### src/rtl/div_pkg.sv
// -----------------------------------------------------------------------------
// div_pkg
// Shared types and constants for the sequential restoring divider.
//   div_state_t   : controller states (IDLE, RUN, DONE)
//   DIV_WIDTH     : default operand width of seq_divider
//   DIV_CNT_W     : iteration counter width for the default operand width
//   div_cnt_width : counter width for an arbitrary operand width
// -----------------------------------------------------------------------------
package div_pkg;

    typedef enum logic [1:0] {
        IDLE = 2'd0,
        RUN  = 2'd1,
        DONE = 2'd2
    } div_state_t;

    localparam int DIV_WIDTH = 64;
    localparam int DIV_CNT_W = $clog2(DIV_WIDTH);

    // The counter runs from width-1 down to 0, so $clog2(width) bits suffice.
    function automatic int div_cnt_width(input int width);
        return (width > 2) ? $clog2(width) : 1;
    endfunction

endpackage : div_pkg

### src/rtl/div_step.sv
// -----------------------------------------------------------------------------
// div_step
// One iteration of a restoring divide: shift the next dividend bit into the
// partial remainder and attempt a subtraction of the divisor.
//   acc_i      : partial remainder from the previous step (always < divisor)
//   q_msb_i    : next dividend bit, taken from the quotient shift register MSB
//   divisor_i  : divisor magnitude
//   acc_o      : partial remainder after this step
//   q_bit_o    : quotient bit produced by this step
// -----------------------------------------------------------------------------
module div_step #(
    parameter int WIDTH = 64
) (
    input  logic [WIDTH-1:0] acc_i,
    input  logic             q_msb_i,
    input  logic [WIDTH-1:0] divisor_i,
    output logic [WIDTH-1:0] acc_o,
    output logic             q_bit_o
);

    logic [WIDTH:0] rem_shift;
    logic [WIDTH:0] diff;

    // The shifted remainder needs WIDTH+1 bits: acc < divisor, so 2*acc+1
    // can exceed WIDTH bits when the divisor's MSB is set.
    assign rem_shift = {acc_i, q_msb_i};
    assign diff      = rem_shift - {1'b0, divisor_i};

    // A clear borrow bit means the trial subtraction succeeded.
    assign q_bit_o = ~diff[WIDTH];
    assign acc_o   = q_bit_o ? diff[WIDTH-1:0] : rem_shift[WIDTH-1:0];

endmodule : div_step

### src/rtl/seq_divider.sv
// -----------------------------------------------------------------------------
// seq_divider
// Multi-cycle restoring integer divider for the execute stage. One quotient
// bit is produced per cycle; the pipeline stalls on busy and picks up the
// results in the cycle done pulses.
//
// Ports:
//   clk         : rising-edge clock
//   reset       : asynchronous, active-high; clears all state
//   start       : divide request, accepted only in IDLE
//   signed_op   : 1 = signed divide (only with DIV_SIGNED_EN)
//   dividend    : numerator, sampled on the accepted start
//   divisor     : denominator, sampled on the accepted start
//   busy        : high while iterating
//   done        : one-cycle pulse; results valid in that cycle
//   quotient    : result quotient, held until replaced by the next result
//   remainder   : result remainder, held until replaced by the next result
//   div_by_zero : set with done for a zero divisor, cleared on next start
//
// Configuration macro:
//   DIV_SIGNED_EN : when defined, signed_op selects a signed divide. Operands
//                   are converted to magnitudes on start and the sign fix-up
//                   is applied in the result register. When undefined,
//                   signed_op is ignored and all divides are unsigned.
//
// Latency: start accepted at edge N, done high after edge N+WIDTH+1
// (after edge N+1 for a zero divisor).
// -----------------------------------------------------------------------------
module seq_divider
    import div_pkg::*;
#(
    parameter int WIDTH = DIV_WIDTH
) (
    input  logic             clk,
    input  logic             reset,
    input  logic             start,
    input  logic             signed_op,
    input  logic [WIDTH-1:0] dividend,
    input  logic [WIDTH-1:0] divisor,
    output logic             busy,
    output logic             done,
    output logic [WIDTH-1:0] quotient,
    output logic [WIDTH-1:0] remainder,
    output logic             div_by_zero
);

    localparam int CNT_W = div_cnt_width(WIDTH);

    // Controller and datapath state
    div_state_t       state_q;
    logic [CNT_W-1:0] cnt_q;
    logic [WIDTH-1:0] acc_q;        // partial remainder
    logic [WIDTH-1:0] qsr_q;        // dividend bits shift out, quotient bits shift in
    logic [WIDTH-1:0] divisor_q;    // divisor magnitude
    logic [WIDTH-1:0] dividend_q;   // raw dividend, returned as remainder on divide-by-zero
    logic             zero_q;       // divisor was zero

    // Registered outputs
    logic             busy_q;
    logic             done_q;
    logic [WIDTH-1:0] quot_q;
    logic [WIDTH-1:0] rem_q;
    logic             dbz_q;

    // Single-step datapath outputs
    logic [WIDTH-1:0] acc_d;
    logic             q_bit_d;

    // Operand conditioning on start, and result fix-up on DONE
    logic [WIDTH-1:0] dividend_mag_d;
    logic [WIDTH-1:0] divisor_mag_d;
    logic [WIDTH-1:0] quot_fix_d;
    logic [WIDTH-1:0] rem_fix_d;

    div_step #(
        .WIDTH (WIDTH)
    ) u_step (
        .acc_i     (acc_q),
        .q_msb_i   (qsr_q[WIDTH-1]),
        .divisor_i (divisor_q),
        .acc_o     (acc_d),
        .q_bit_o   (q_bit_d)
    );

`ifdef DIV_SIGNED_EN
    logic neg_quot_q;   // operand signs differ: negate the quotient
    logic neg_rem_q;    // dividend negative: negate the remainder
    logic neg_quot_d;
    logic neg_rem_d;

    // NOTE: every variable driven here gets a default first, so no path
    // leaves it unassigned and no latch is inferred.
    always_comb begin
        dividend_mag_d = dividend;
        divisor_mag_d  = divisor;
        neg_quot_d     = 1'b0;
        neg_rem_d      = 1'b0;
        if (signed_op) begin
            // Negating the most-negative value wraps to itself, which is
            // already its correct unsigned magnitude.
            if (dividend[WIDTH-1]) dividend_mag_d = -dividend;
            if (divisor[WIDTH-1])  divisor_mag_d  = -divisor;
            neg_quot_d = dividend[WIDTH-1] ^ divisor[WIDTH-1];
            neg_rem_d  = dividend[WIDTH-1];
        end
    end

    assign quot_fix_d = neg_quot_q ? -qsr_q : qsr_q;
    assign rem_fix_d  = neg_rem_q  ? -acc_q : acc_q;

    always_ff @(posedge clk or posedge reset) begin
        if (reset) begin
            neg_quot_q <= 1'b0;
            neg_rem_q  <= 1'b0;
        end else if (state_q == IDLE && start) begin
            neg_quot_q <= neg_quot_d;
            neg_rem_q  <= neg_rem_d;
        end
    end
`else
    // Unsigned-only build: signed_op has no effect.
    logic unused_signed_op;
    assign unused_signed_op = signed_op;

    assign dividend_mag_d = dividend;
    assign divisor_mag_d  = divisor;
    assign quot_fix_d     = qsr_q;
    assign rem_fix_d      = acc_q;
`endif

    // NOTE: sequential state uses non-blocking assignments only, so every
    // register samples pre-edge values regardless of statement order.
    always_ff @(posedge clk or posedge reset) begin
        if (reset) begin
            state_q    <= IDLE;
            cnt_q      <= '0;
            acc_q      <= '0;
            qsr_q      <= '0;
            divisor_q  <= '0;
            dividend_q <= '0;
            zero_q     <= 1'b0;
            busy_q     <= 1'b0;
            done_q     <= 1'b0;
            quot_q     <= '0;
            rem_q      <= '0;
            dbz_q      <= 1'b0;
        end else begin
            done_q <= 1'b0;
            case (state_q)
                IDLE: begin
                    if (start) begin
                        dividend_q <= dividend;
                        divisor_q  <= divisor_mag_d;
                        acc_q      <= '0;
                        qsr_q      <= dividend_mag_d;
                        cnt_q      <= CNT_W'(WIDTH - 1);
                        dbz_q      <= 1'b0;
                        if (divisor == '0) begin
                            zero_q  <= 1'b1;
                            state_q <= DONE;
                        end else begin
                            zero_q  <= 1'b0;
                            busy_q  <= 1'b1;
                            state_q <= RUN;
                        end
                    end
                end

                RUN: begin
                    acc_q <= acc_d;
                    qsr_q <= {qsr_q[WIDTH-2:0], q_bit_d};
                    if (cnt_q == '0) begin
                        busy_q  <= 1'b0;
                        state_q <= DONE;
                    end else begin
                        cnt_q <= cnt_q - CNT_W'(1);
                    end
                end

                DONE: begin
                    // Results land in the output registers together with
                    // the done pulse and stay put until the next result.
                    if (zero_q) begin
                        quot_q <= '1;
                        rem_q  <= dividend_q;
                        dbz_q  <= 1'b1;
                    end else begin
                        quot_q <= quot_fix_d;
                        rem_q  <= rem_fix_d;
                        dbz_q  <= 1'b0;
                    end
                    done_q  <= 1'b1;
                    state_q <= IDLE;
                end

                default: begin
                    busy_q  <= 1'b0;
                    state_q <= IDLE;
                end
            endcase
        end
    end

    assign busy        = busy_q;
    assign done        = done_q;
    assign quotient    = quot_q;
    assign remainder   = rem_q;
    assign div_by_zero = dbz_q;

endmodule : seq_divider

### config.mk
export PLATFORM = sky130hd
export DESIGN_NAME = seq_divider
export DESIGN_NICKNAME = d
export VERILOG_FILES = /design/src/rtl/div_pkg.sv /design/src/rtl/div_step.sv /design/src/rtl/seq_divider.sv
export SDC_FILE = /design/constraint.sdc
export NUM_CORES = 1
export LEC_CHECK = 0
export CAP_MARGIN = 0
export CORE_MARGIN = 1.5
export CORE_UTILIZATION = 50
export CTS_CLUSTER_SIZE = 25
export DETAILED_ROUTE_END_ITERATION = 12
export PLACE_DENSITY = 0.76
export SETUP_SLACK_MARGIN = 0.05
export SYNTH_ARGS = -nofsm -noshare
export SYNTH_HDL_FRONTEND = slang
export SYNTH_SLANG_ARGS = --single-unit
export TNS_END_PERCENT = 100
### constraint.sdc
create_clock -name clk -period 12.5 [get_ports clk]
set_input_delay 1.25 -clock clk [delete_from_list [all_inputs] [get_ports clk]]
set_output_delay 1.25 -clock clk [all_outputs]
set_load 0.01 [all_outputs]
==> results.cfg <==
[detailed_routing]
viasPerCell = 5.66
drt_iter0_drc = 1283
drc = 0
firstDrtPassIters = 7
wl_per_cell_um = 18.3
ant_nets = 0
via_count = 17200
routed_wl_mm = 55.6

[worst_setup_path]
worst-path-buf-inv = 4
reg2reg_slack_ns = 7.23
crit_family = compound AO/OA/AOI/OAI gates
cp.required_ns = 12.98
max_stage_delay_ns = 0.71
endpoint_kind = flip-flop
critPathMaxFanout = 43
cp_slowest_cell = nand2_1
path_depth = 15
cp-start-kind = flip-flop
worstRegToRegCells = 15
path_class = reg2reg
critPathArrivalTime_ns = 5.75
reg2reg_to = acc_q[42]
regToRegStartpoint = qsr_q[63]
worstPathCellList = inv_1, ha_1, inv_1, fa_1, a211oi_1, o21ai_0, o211ai_1, a21bo_1, nand2_1, a31o_2, a311oi_4, buf_4, nand2_1, buf_4, o211ai_1

[min_path]
hold_class = reg2reg
min_to = quotient[51]
min_delay_path_depth = 2
hp-start = quotient[51]

[synthesis]
synth_top_area_share = 0.492
synth-seq-cells = 396
synth_area_leaders = dfrtp_1 (49%), nand2_1 (13%), o21ai_0 (5.6%)
syn_inst = 2292
synth_cell_types = 62
synth-seq-area-share = 0.492
yosys_most_used_dff = dfrtp_1
synthesis.nets = 2491
synth_edf_count = 0
synth_warnings = 0
yosysTopAreaCell = dfrtp_1
synth_area_um2 = 20100
async_flop_share = 1.00
syn_area_per_cell_um2 = 8.79

[timing]
rsz0062_at_grt = no
finalCriticalPeriod_ns = 5.27
slew-limit-headroom = 0.122
hold_viol = 0
fmax_mhz = 190
skew_ns = 0.0178
fin_setup_tns_ns = 0
slew_violations = 0
worst_pin_slew_ns = 1.32
post-route-period-util = 0.421
finalSetupViolCount = 0

[clocking]
clock_latency_ns = 0.57
h-tree-depth = 2
cts_sinks = 396
cts_hold_buf = 0
clkTransAtPathRegs_ns = 0.06
post_cts_buffers = 0
clock_path_buffers = 3
cts_resized = 0
numCtsBuffers = 44
cts_tree = yes
clock-root-buffer = clkbuf_16

[place]
place_congestion = 0.932
io_buffers = 261
hpwl_mm = 37.5
place_area_um2 = 23100

[global_route]
grt_pass1_wl_mm = 90.9
grt_max_degree = 246
grt.total_usage = 0.273
first_global_vias = 17300
antenna_found_initial = 1
gr-total-overflow = 0

[floorplanning]
coreArea_um2 = 39700
die_h_um = 204
ioPinCount = 263
num_rows = 73
die_area_um2 = 41500
die_x_um = 204
start_util = 0.507

[pwr]
p_per_area_nw_per_um2 = 291
irDropWorstVdd_mv = 0.254
leakagePower_nw = 11.3

[flow_run]
max_cap_viol_count = 0

[cells_and_area]
area_delta_synth_final_pct = 21.6
final_cell_mix = nand2_1 (685), dfrtp_1 (395), clkdlybuf4s50_1 (261)
final_common_cell = nand2_1
final_design_area_no_fill_um2 = 24500
drive_gt1_frac = 0.0394
finalNetCount = 2680

[status]
status = finished clean
==> worst reg2reg max path, stage by stage, from the launching register on <==
cell,delay (ns)
dfrtp_1,0.40
inv_1,0.10
ha_1,0.19
inv_1,0.06
fa_1,0.44
a211oi_1,0.30
o21ai_0,0.32
o211ai_1,0.39
a21bo_1,0.21
nand2_1,0.12
a31o_2,0.32
a311oi_4,0.29
buf_4,0.65
nand2_1,0.73
buf_4,0.45
o211ai_1,0.20
==> report_power, final <==
group	internal [mW]	switching [mW]
combinational	1.47	2.18
sequential	1.84	0.351
clock	0.767	0.521
total	4.07	3.06
==> area by class of cell <==
class,instances,area [µm²]
clock buffers,68,1320
inverters,87,334
repair buffers,276,2740
well taps,525,657
fillers,3450,15200
multi-input cells,1676,9440
clock inverters,9,105
flip-flops and latches,396,9910
diodes,1,2.50
==> through the flow <==
stage	std cells	power [mW]	hold WS (ns)	setup WS, ns	utilization
after floorplan	2292	4.65	0.445	0.239	-
after CTS	3037	7.14	0.468	7.27	0.617
final	3038	7.13	0.464	7.23	0.617
after global routing	3038	7.68	0.485	6.92	0.617
after global placement	2960	5.71	0.451	7.43	0.581
after detailed placement	2960	5.81	0.455	7.32	0.581
==> synthesized netlist by cell type (all sizes together), types with 3 or more instances <==
cell     count
nor3        16
nand4       24
a31oi       12
nor2b        4
a211oi       6
and3        10
mux2i       98
o21bai      15
xnor2       47
or2          3
a31o         4
o211ai      11
a21oi       82
and2         3
o21a        10
dfrtp      396
o311ai       3
o22ai        3
clkbuf     109
nor2        58
buf         24
nand2b      10
a21o        26
xor2        18
nand3       35
a211o        6
o31ai        4
a22oi       73
inv         87
o221ai       3
a221oi       4
ha          66
o21ai      282
nor4        22
or3          4
a2111oi      3
nand2      685
==> state kept, by name, summed over array words and instances (netlist names) <==
| signal | count |
|---|---|
| acc_q | 64 |
| busy | 1 |
| cnt_q | 6 |
| div_by_zero | 1 |
| dividend_q | 64 |
| divisor_q | 64 |
| done | 1 |
| qsr_q | 64 |
| quotient | 64 |
| remainder | 64 |
| state_q | 2 |
| zero_q | 1 |
==> layer usage <==
metal  global-route usage  wire length, µm  vias to the layer above
met5                    0                0                        -
li1                     -                -                     8230
met3               0.0374             3110                       79
met2                0.452            27000                      530
met4               0.0825             1060                        0
met1                0.374            24500                     8353
==> worst max path at each step <==
stage	startpoint	to	slack, ns
3_3_place_gp	qsr_q[63]	acc_q[42]	7.43
6_report	qsr_q[63]	acc_q[42]	7.23
3_5_place_dp	qsr_q[63]	acc_q[42]	7.32
2_1_floorplan	reset	acc_q[0]	0.24
5_1_grt	qsr_q[63]	acc_q[42]	6.92
4_1_cts	qsr_q[63]	acc_q[42]	7.27
==> cells by family (layout without fill, tap and decap cells) <==
| logic type | count (synthesis) | after routing | share of synthesized area |
|---|---|---|---|
| multiplexers | 98 | 98 | 0.0487 |
| XOR/XNOR | 65 | 65 | 0.0283 |
| buffers and inverters | 220 | 440 | 0.0421 |
| flip-flops | 396 | 396 | 0.492 |
| adder cells (fa/ha/maj) | 67 | 67 | 0.0420 |
| AND/OR/NAND/NOR | 879 | 879 | 0.178 |
| AO/OA/AOI/OAI | 567 | 567 | 0.169 |
| other | 0 | 1 | 0 |
No activity file was read; power rests on OpenSTA's default activity.
